$ cat src/rtl/line_buffer_pixel_feeder.sv
// Feeds a greyscale frame row by row from a synchronous-read pixel memory into a
// single-line buffer, holding off between rows until the buffer reports the line done.
module line_buffer_pixel_feeder #(
  parameter int IMG_WIDTH  = 10,
  parameter int IMG_HEIGHT = 8,
  parameter int DATA_W     = 8,
  parameter int ADDR_W     = 16,
  parameter int COL_W      = 8,
  parameter int ROW_W      = 8
) (
  input  logic              clk,
  input  logic              rst,
  input  logic              start_i,
  output logic              mem_re_o,
  output logic [ADDR_W-1:0] mem_addr_o,
  input  logic [DATA_W-1:0] mem_data_i,
  output logic              we_o,
  output logic [DATA_W-1:0] data_o,
  input  logic              line_done_i,
  output logic              busy_o,
  output logic [ROW_W-1:0]  row_o,
  output logic              frame_done_o
);

  // state | meaning
  // IDLE  | waiting for start_i
  // ROW   | reading one row from pixel memory, one pixel per cycle
  // WAIT  | last write draining, then waiting for line_done_i
  // DONE  | one-cycle frame_done_o pulse
  localparam logic [1:0] S_IDLE     = 2'd0;
  localparam logic [1:0] S_ROW      = 2'd1;
  localparam logic [1:0] S_WAIT_ACK = 2'd2;
  localparam logic [1:0] S_DONE     = 2'd3;

  localparam logic [COL_W-1:0] COL_LAST = COL_W'(IMG_WIDTH - 1);
  localparam logic [ROW_W-1:0] ROW_LAST = ROW_W'(IMG_HEIGHT - 1);

  logic [1:0]        state_q, state_d;
  logic [ADDR_W-1:0] addr_q, addr_d;
  logic [COL_W-1:0]  col_q, col_d;
  logic [ROW_W-1:0]  row_q, row_d;
  logic              we_q;
  logic [DATA_W-1:0] data_q;

  always_comb begin
    state_d = state_q;
    addr_d  = addr_q;
    col_d   = col_q;
    row_d   = row_q;
    case (state_q)
      S_IDLE: begin
        if (start_i) begin
          state_d = S_ROW;
          addr_d  = '0;
          col_d   = '0;
          row_d   = '0;
        end
      end
      S_ROW: begin
        // addr parks on the final pixel so it never passes its terminal value
        if (!(col_q == COL_LAST && row_q == ROW_LAST)) begin
          addr_d = addr_q + 1'b1;
        end
        if (col_q == COL_LAST) begin
          col_d   = '0;
          state_d = S_WAIT_ACK;
        end else begin
          col_d = col_q + 1'b1;
        end
      end
      S_WAIT_ACK: begin
        // we_q high means the row's final write is still on the bus this cycle
        if (line_done_i && !we_q) begin
          if (row_q == ROW_LAST) begin
            state_d = S_DONE;
          end else begin
            row_d   = row_q + 1'b1;
            state_d = S_ROW;
          end
        end
      end
      default: state_d = S_IDLE;
    endcase
  end

  always_ff @(posedge clk) begin
    if (rst) begin
      state_q <= S_IDLE;
      addr_q  <= '0;
      col_q   <= '0;
      row_q   <= '0;
      we_q    <= 1'b0;
      data_q  <= '0;
    end else begin
      state_q <= state_d;
      addr_q  <= addr_d;
      col_q   <= col_d;
      row_q   <= row_d;
      we_q    <= (state_q == S_ROW);
      if (we_q) begin
        data_q <= mem_data_i;
      end
    end
  end

  // Memory read data is already registered; pass it through while writing, hold otherwise.
  assign data_o       = we_q ? mem_data_i : data_q;
  assign we_o         = we_q;
  assign mem_re_o     = (state_q == S_ROW);
  assign mem_addr_o   = addr_q;
  assign busy_o       = (state_q != S_IDLE);
  assign row_o        = row_q;
  assign frame_done_o = (state_q == S_DONE);

endmodule
$ cat config.mk
export PLATFORM = sky130hd
export DESIGN_NAME = line_buffer_pixel_feeder
export DESIGN_NICKNAME = d
export VERILOG_FILES = /design/src/rtl/line_buffer_pixel_feeder.sv
export SDC_FILE = /design/constraint.sdc
export NUM_CORES = 1
export LEC_CHECK = 0
export ABC_CLOCK_PERIOD_IN_PS = 1850
export CAP_MARGIN = 20
export CORE_ASPECT_RATIO = 0.6
export CORE_UTILIZATION = 53
export CTS_BUF_LIST = sky130_fd_sc_hd__clkbuf_2 sky130_fd_sc_hd__clkbuf_4 sky130_fd_sc_hd__clkbuf_8
export DETAILED_ROUTE_END_ITERATION = 6
export PLACE_DENSITY = 0.94
export SYNTH_ARGS = -nofsm -noshare
export SYNTH_HDL_FRONTEND = slang
export SYNTH_SLANG_ARGS = --single-unit
$ cat constraint.sdc
create_clock -name clk -period 1.85 [get_ports clk]
set_input_delay 0.4625 -clock clk [delete_from_list [all_inputs] [get_ports clk]]
set_output_delay 0.4625 -clock clk [all_outputs]
set_load 0.02 [all_outputs]
# Yosys cells after proc, flatten, opt, wreduce, memory -nomap -nowiden
# Index checks and enable logic that the tools add are counted.
classes:
  addsub: 3
  eq_ne: 10
  muxes: 15
  n_reduce_logical: 11
ops:
  columns: ["operator", "count"]
  rows:
  - ["8-bit two-way mux", 5]
  - ["16-bit two-way mux", 2]
  - ["16-bit one-hot mux with 2 select lines", 1]
  - ["8-bit one-hot mux with 2 select lines", 2]
  - ["16-bit by 1-bit adder with 16-bit output, second input constant", 1]
  - ["8-bit by 1-bit adder with 8-bit output, second input constant", 2]
  - ["8-bit by 3-bit equality test with 1-bit output, second input constant", 1]
  - ["8-bit by 4-bit equality test with 1-bit output, second input constant", 1]
  - ["2-bit two-way mux", 4]
  - ["2-bit inequality test, second input constant", 4]
  - ["2-bit one-hot mux with 3 select lines", 1]
  - ["3-bit AND reduction", 2]
  - ["2-bit nonzero test", 3]
  - ["2-bit equality test, second input constant", 2]
  - ["4-bit AND reduction", 1]
  - ["2-bit by 1-bit equality test with 1-bit output, second input constant", 1]
  - ["1-bit logical AND", 2]
  - ["2-bit zero test", 1]
  - ["2-bit by 1-bit inequality test with 1-bit output, second input constant", 1]
  - ["2-bit AND reduction", 1]
  - ["1-bit zero test", 1]
totals:
  register_bits: 43
  inputBits: 12
  output_inout_bits: 36

# Depth between registers and ports, before layout
# Gate-level depths: netlist (run 1).
depth:
  ltp_word: 4
  ltp_mapped: 7

# Least setup slack after synthesis (run 1)
# No wires, ideal clock.
synth_path:
  path_kind: "register to register"
  from: "register addr_q[0], in the netlist mem_addr_o[0]"
  to: "register addr_q[10], in the netlist mem_addr_o[10]"
  arrival_time_ns: 1.562
  t_required_ns: 1.734
  setup_slack_ns: 0.172
  stages_incl_launch_ff: 6
  path_buffers: 0
  path_cell_list: "dfxtp_1 > ha_1 > nand3_1 > o31ai_1 > a311oi_2 > a31o_1"
synth_between:
  elab_chain_cells: 3
synth_lines:
  columns: ["item", "line", "text"]
  rows:
  - ["from (decl)", "39", "logic [ADDR_W-1:0] addr_q, addr_d;"]
  - ["from (signal assigned)", "96", "addr_q <= addr_d;"]
  - ["16-bit by 1-bit adder with 16-bit output", "62", "addr_d = addr_q + 1'b1;"]
  - ["16-bit two-way mux", "61", "if (!(col_q == COL_LAST && row_q == ROW_LAST)) begin"]
  - ["16-bit one-hot mux with 2 select lines", "50", "case (state_q)"]
# Every way passes these cells. The select of a mux whose other input is x is not followed.
# A chain may end at the register's enable or synchronous reset.

# Worst setup path in the final report (run 1)
layout_path:
  from: "register addr_q[14], in the netlist mem_addr_o[14]"
  to: "output port mem_addr_o[14]"
layout_lines:
  columns: ["item", "line", "text"]
  rows:
  - ["to (decl)", "15", "output logic [ADDR_W-1:0] mem_addr_o,"]
# No word-level cell between the ends.

==> results of run 1 <==
[power groups by stage]
stage / clock network, mW / logic, mW / registers, mW
after floorplan: 0 / 0.264 / 0.990
after global routing: 0.770 / 0.453 / 0.980
after global placement: 0 / 0.423 / 0.995
final: 0.729 / 0.423 / 0.976
after detailed placement: 0 / 0.434 / 0.996
after CTS: 0.731 / 0.422 / 0.976
[kinds of logic after synthesis]
| group | after synthesis | synth area share, % |
|---|---|---|
| AND/OR/NAND/NOR | 97 | 25.4 |
| AO/OA/AOI/OAI | 76 | 25.8 |
| flip-flops | 43 | 36.4 |
| buffers and inverters | 29 | 6.08 |
| multiplexers | 9 | 4.23 |
| adder cells (fa/ha/maj) | 4 | 2.11 |
[cell usage after synthesis (all sizes together), types with 2 or more instances]
master	instances
a21boi	2
nand2b	10
nor4	2
dfxtp	43
nor3	10
clkbuf	6
inv	13
or2	2
o31ai	3
nor2b	11
a41oi	7
nand3	10
a311oi	18
nand2	14
a21oi	18
o21ai	8
o31a	2
mux2	8
nand4	6
and4bb	3
nor2	15
and3	7
buf	10
o211a	2
ha	4
o32ai	4
[layout by cell type, fill, tap and decap left out, types with 3 or more instances in the layout]
| cell | instances |
|---|---|
| dfxtp_1 | 38 |
| buf_4 | 23 |
| a21oi_1 | 17 |
| clkdlybuf4s50_1 | 17 |
| a311oi_1 | 15 |
| nand2_1 | 14 |
| nor2_1 | 14 |
| dlymetal6s2s_1 | 13 |
| inv_1 | 12 |
| nor2b_1 | 11 |
| nand2b_1 | 10 |
| nand3_1 | 10 |
| dlygate4sd2_1 | 9 |
| mux2_2 | 8 |
| o21ai_0 | 8 |
| buf_2 | 8 |
| and3_1 | 7 |
| nor3_1 | 7 |
| a41oi_1 | 6 |
| clkbuf_8 | 5 |
| nand4_1 | 4 |
| o32ai_1 | 4 |
| ha_1 | 4 |
| dfxtp_2 | 4 |
| a311oi_2 | 3 |
| o31ai_1 | 3 |
[state kept, by name (all words and copies together) (netlist names)]
| signal | cells |
|---|---|
| data_q | 8 |
| row_o | 8 |
| mem_addr_o | 16 |
| col_q | 8 |
| state_q | 2 |
| we_o | 1 |
[how the worst max path moves through the flow]
| stage | to | start | slack [ns] |
|---|---|---|---|
| 6_report | mem_addr_o[14] | mem_addr_o[14] | 0.05 |
| 5_1_grt | mem_addr_o[8] | mem_addr_o[1] | -0.003 |
| 4_1_cts | mem_addr_o[12] | mem_addr_o[12] | 0.0006 |
| 2_1_floorplan | mem_addr_o[10] | mem_addr_o[0] | 0.17 |
| 3_3_place_gp | data_o[1] | mem_data_i[1] | -0.29 |
| 3_5_place_dp | data_o[3] | mem_data_i[3] | -0.31 |
[final cells by class]
| class | instances | area [um2] | share of cell area (%) |
|---|---|---|---|
| Inverter | 13 | 48.8 | 1.57 |
| Clock inverter | 1 | 30.0 | 0.969 |
| Sequential cell | 43 | 870 | 28.1 |
| Timing Repair Buffer | 70 | 624 | 20.1 |
| Multi-Input combinational cell | 186 | 1380 | 44.4 |
| Clock buffer | 6 | 76.3 | 2.46 |
| Tap cell | 60 | 75.1 | 2.42 |
[what timing repair did]
item                       4_1_cts  5_1_grt
gates resized for setup         43       19
setup buffers                    0        1
setup endpoints to repair       19       21
cloned                           0        0
[metal layers]
metal  up-vias  wire length (um)
met1      1086              2960
met5         -                 0
met4         0                51
met3         6               397
li1       1107                 -
met2        81              2570
==> summary.txt, run 1 <==
Setup path
  – Critical R2R Launch: row_o[1]
  – Critical Path RT: between 1 and 1.5 ns
  – Crit. path cell count: 1
  – Worst R2R End: row_o[7]
  – CP max-delay cell: clkdlybuf4s50_1
  – Crit path launch type: register
  – Crit path buffers/inverters: 1
  – CP top delay family: buffers and inverters
  – CP Cell Sequence: clkdlybuf4s50_1
  – Max incr delay on CP: about 0.64 ns
  – CP Data Arrival Time: 1.34 ns
  – Crit end category: primary output
  – Setup CP Type: reg2out
  – Critical Path Fanout Max: 4
  – Flop2flop setup slack: around 0.090 ns
  – R2r worst-path depth: 6

Die
  – Core area: about 4200 um2
  – Starting Density: a little under three fifths
  – Die outline width: between 80 and 90 um
  – DIE HEIGHT: between 50 and 60 um
  – I/O pin count: 48
  – Row count: 18
  – Die area: around 4700 um2

GRT
  – GRT Util Overall: about a quarter
  – Largest net degree at the start of global routing: 19
  – Number of antenna violations at the first check in global routing: 0
  – Top Usage Layer GRT: met2
  – Number of global-route vias before repair: between 1500 and 2000
  – Total grt overflow: 0
  – First-pass GRT wire length: 9290 um
  – Grt met1 use: 35.5%
  – Met2 usage: around 40%
  – Met3 layer usage reported by global route: between 6 and 7%

Timing
  – Endpoints failing hold: 0
  – Setup TNS: 0 ns
  – Layout Skew: just under 0.007 ns
  – Worst slew margin: ~73%
  – Final setup viols: 0
  – Final min period: approximately 1.8 ns
  – Worst-case hold slack: around 0.50 ns
  – Slew Viols, Final: 0
  – Slew @ Worst Pin: ~0.40 ns
  – Fmax: 0.554 GHz
  – Worst setup margin: around 0.046 ns
  – Period utilization: 97.5%

Routing
  – DR WL/cell: between 15 and 20 um
  – Antenna viol nets, final: 0
  – Via density per instance: between 6 and 7
  – DRC Markers: 0
  – Total number of vias: between 2000 and 2500
  – Final WL: between 5000 and 6000 um
  – Pre-Repair DR Iteration Count: 4
  – DR iter-0 viols: approximately 120

Power and ir drop
  – Internal Power: 1.55 mW
  – Comb power frac: 19.9%
  – Sw Pwr: 0.579 mW
  – Lkg Pwr: between 1 and 1.5 nW
  – Worst IR Drop VDD: approximately 0.45 mV
  – Switching Share: 27.2%
  – PD cells: 687 nW/um2
  – Power share of the sequential group: between 40% and 50%
  – Clk pwr share: 34.3%
  – Overall power: approximately 2.1 mW

Synth
  – Prevailing post-synth register cell: dfxtp_1
  – Post-synthesis register bit count: 43
  – Syn avg cell area: approximately 9 um2
  – Yosys cell types: between 50 and 60
  – Synthesized area: 2370 um2
  – Area share of the largest cell type after synthesis: ~36%
  – Post-Syn Instances: about 260
  – Yosys top cell by area: dfxtp_1
  – Synth area leaders: dfxtp_1 36%, a311oi_1 5.9%, mux2_2 3.8%, a21oi_1 3.6%, nor2b_1 2.9%
  – Syn Nets: about 270
  – Sequential area share after synthesis: 36.4%
  – YS warnings: 0
  – Ys async rst share: 0%
  – Number of enable flip-flop cells after synthesis: 0

Final layout
  – Cell Count, Final, Fillers Out: between 300 and 400
  – Util after Layout: between 70% and 80%
  – Diode count: 0
  – Final nets: around 340
  – Area growth from synthesis to layout: 30.9%
  – Finished Cell Area: slightly above 3000 um2
  – Layout cells sized above 1: approximately 22%
  – FILL cells: between 300 and 400

Placement
  – Post-DP HPWL: approximately 4200 um
  – Placed Area: 2980 um2
  – Setup slack at placement: -0.306 ns
  – Placed cell count: about 370
  – GP Congestion: a little over 0.8
  – PortBufs: 47

Min path
  – HP Class: reg2reg
  – Worst Hold Launch: col_q[1]
  – WHS Path Cells: 2
  – Sink of the worst hold path: col_q[1]

Clocking
  – CTS tree: done
  – Cts hold-fix bufs: 0
  – Clock Latency Late Sink: ~0.30 ns
  – CTS Sinks: 43
  – CTS Buf Count: 5
  – Max clock buf depth: 2
  – CTS clk-pin slew, worst paths: around 0.080 ns
  – Root buf cell: clkbuf_8
  – Htree depth: 2

Job
  – Max-cap violations: 0

Outcome
  – Status: completed
Note: power is estimated with default switching activity, not from simulation.
==> run 2, diff against run 1 <==
- CORE_MARGIN: unset -> 2
==> summary.txt, run 2 (synthesis gave the netlist of run 1 again) <==
Setup path
  – CP top delay family: buffers and inverters (unchanged)
  – Worst setup path endpoint: mem_addr_o[13] (was mem_addr_o[14])
  – Worst R2R End: row_o[6] (was row_o[7])
  – CP Cell Sequence: clkdlybuf4s50_1 (unchanged)
  – Crit path buffers/inverters: 1 (unchanged)
  – Setup CP Type: reg2out (unchanged)
  – Max incr delay on CP: 0.66 ns (was 0.64 ns)
  – Crit end category: primary output (unchanged)
  – Critical Path RT: 1.39 ns (about the same)
  – R2r worst-path depth: 6 (unchanged)
  – Critical R2R Launch: row_o[1] (unchanged)
  – Crit path launch: mem_addr_o[13] (was mem_addr_o[14])
  – CP Data Arrival Time: 1.35 ns (was 1.34 ns)
  – Flop2flop setup slack: 0.10 ns (was 0.09 ns)
  – Critical Path Fanout Max: 5 (was 4)
  – CP max-delay cell: clkdlybuf4s50_1 (unchanged)
  – Crit. path cell count: 1 (unchanged)
  – Crit path launch type: register (unchanged)

Die
  – DIE HEIGHT: 55.8 um (was 53.8 um)
  – Row count: 18 (unchanged)
  – Starting Density: 56.5% (unchanged)
  – Core area: 4190 um2 (unchanged)
  – I/O pin count: 48 (unchanged)
  – Die outline width: 90.3 um (was 88.3 um)
  – Die area: 5030 um2 (was 4750 um2)

Placement
  – Placed Area: 2960 um2 (was 2980 um2)
  – Post-DP HPWL: 4360 um (was 4210 um)
  – GP Congestion: 0.867 (was 0.807)
  – Placed cell count: 368 (was 371)
  – PortBufs: 47 (unchanged)

Clocking
  – Htree depth: 2 (unchanged)
  – Cts hold-fix bufs: 0 (unchanged)
  – CTS Buf Count: 5 (unchanged)
  – Clock Latency Late Sink: 0.30 ns (about the same)
  – Root buf cell: clkbuf_8 (unchanged)
  – CTS tree: done (unchanged)
  – Max clock buf depth: 2 (unchanged)
  – CTS Sinks: 43 (unchanged)
  – CTS clk-pin slew, worst paths: 0.08 ns (about the same)

Final layout
  – Max FFs per register: 16 (unchanged)
  – Layout cells sized above 1: 21.5% (was 22.3%)
  – Most frequent cells in the layout: 39 x dfxtp_1, 19 x clkdlybuf4s50_1, 19 x buf_4 (was 38 x dfxtp_1, 23 x buf_4, 17 x a21oi_1, 17 x clkdlybuf4s50_1, 15 x a311oi_1)
  – Area growth from synthesis to layout: 27.9% (was 30.9%)
  – Most common cell after layout, fill and taps aside: dfxtp_1 (unchanged)
  – Cell Count, Final, Fillers Out: 376 (was 379)
  – FILL cells: 331 (was 316)
  – Finished Cell Area: 3030 um2 (was 3100 um2)
  – Diode count: 0 (unchanged)
  – Final nets: 331 (was 335)

Timing
  – Final setup viols: 0 (unchanged)
  – Endpoints failing hold: 0 (unchanged)
  – Slew Viols, Final: 0 (unchanged)
  – Worst slew margin: 75.1% (was 73.2%)
  – Fmax: 0.552 GHz (was 0.554 GHz)
  – Period utilization: 98.0% (was 97.5%)
  – Slew @ Worst Pin: 0.373 ns (was 0.401 ns)
  – Final min period: 1.81 ns (was 1.80 ns)
  – Layout Skew: 0.00923 ns (was 0.00685 ns)

GRT
  – GRT Util Overall: 24.5% (was 25.9%)
  – Number of antenna violations at the first check in global routing: 0 (unchanged)
  – First-pass GRT wire length: 9980 um (was 9290 um)
  – Total grt overflow: 0 (unchanged)
  – Number of global-route vias before repair: 2104 (was 1925)
  – Largest net degree at the start of global routing: 24 (was 19)

Routing
  – Metal2 WL: 2720 um (was 2570 um)
  – Pre-Repair DR Iteration Count: 5 (was 4)
  – Met1 WL: 2690 um (was 2960 um)
  – DR iter-0 viols: 171 (was 116)
  – Final WL: 6130 um (was 5980 um)
  – Total number of vias: 2346 (was 2280)
  – Via density per instance: 6.24 (was 6.02)
  – WL met3: 636 um (was 397 um)
  – DRC Markers: 0 (unchanged)
  – DR WL/cell: 16.3 um (was 15.8 um)
  – Top routing layer in use: met4 (unchanged)
  – Antenna viol nets, final: 0 (unchanged)

Power and ir drop
  – Lkg Pwr: 1.27 nW (was 1.40 nW)
  – Worst IR Drop VDD: 0.388 mV (was 0.447 mV)
  – PD cells: 661 nW/um2 (was 687 nW/um2)

Outcome
  – Status: completed (unchanged)

Min path
  – HP Class: reg2reg (unchanged)

Job
  – Max-cap violations: 0 (unchanged)
run 2: area by class of cell:
class	count	area (um2)	share of cell area [%]
flip-flops and latches	43	868	28.7
clock inverters	1	5.00	0.165
well taps	60	75.1	2.48
clock buffers	7	83.8	2.77
repair buffers	66	571	18.8
multi-input cells	186	1380	45.5
inverters	13	48.8	1.61
run 2: what timing repair did:
action | in CTS | in global routing
hold endpoints to repair | 0 | 0
setup endpoints to repair | 23 | 16
buffers inserted | 0 | 0
resized for setup | 45 | 15
run 2: power by group:
| part | total (mW) | internal, mW | switching [mW] |
|---|---|---|---|
| logic | 0.413 | 0.176 | 0.237 |
| clock network | 0.618 | 0.295 | 0.323 |
| registers | 0.971 | 0.948 | 0.0230 |
run 2: metal layers:
metal  global-route usage [%]  up-vias
li1                         -     1095
met1                     33.7     1098
met2                     38.3      144
met3                     6.10        9
met4                     7.25        0
met5                        0        -
run 2: how the worst min path moves through the flow:
stage / startpoint / endpoint / slack, ns / cells after the start
floorplan: col_q[1] / col_q[1] / 0.46 / 2
global placement: col_q[1] / col_q[1] / 0.47 / 2
detailed placement: col_q[1] / col_q[1] / 0.50 / 2
CTS: col_q[1] / col_q[1] / 0.51 / 2
global route: col_q[1] / col_q[1] / 0.54 / 2
finish: col_q[1] / col_q[1] / 0.51 / 2
run 2: through the flow:
step	utilization, %	setup slack, ns	TNS (ns)	power [mW]	hold WS, ns
after floorplan	-	0.172	0	1.25	0.457
after global placement	70.7	-0.272	-3.78	1.41	0.467
after detailed placement	70.7	-0.312	-4.51	1.42	0.497
after CTS	72.1	0.000711	0	2.01	0.507
after global routing	72.3	-0.0147	-0.0258	2.08	0.536
final	72.3	0.0379	0	2.00	0.505
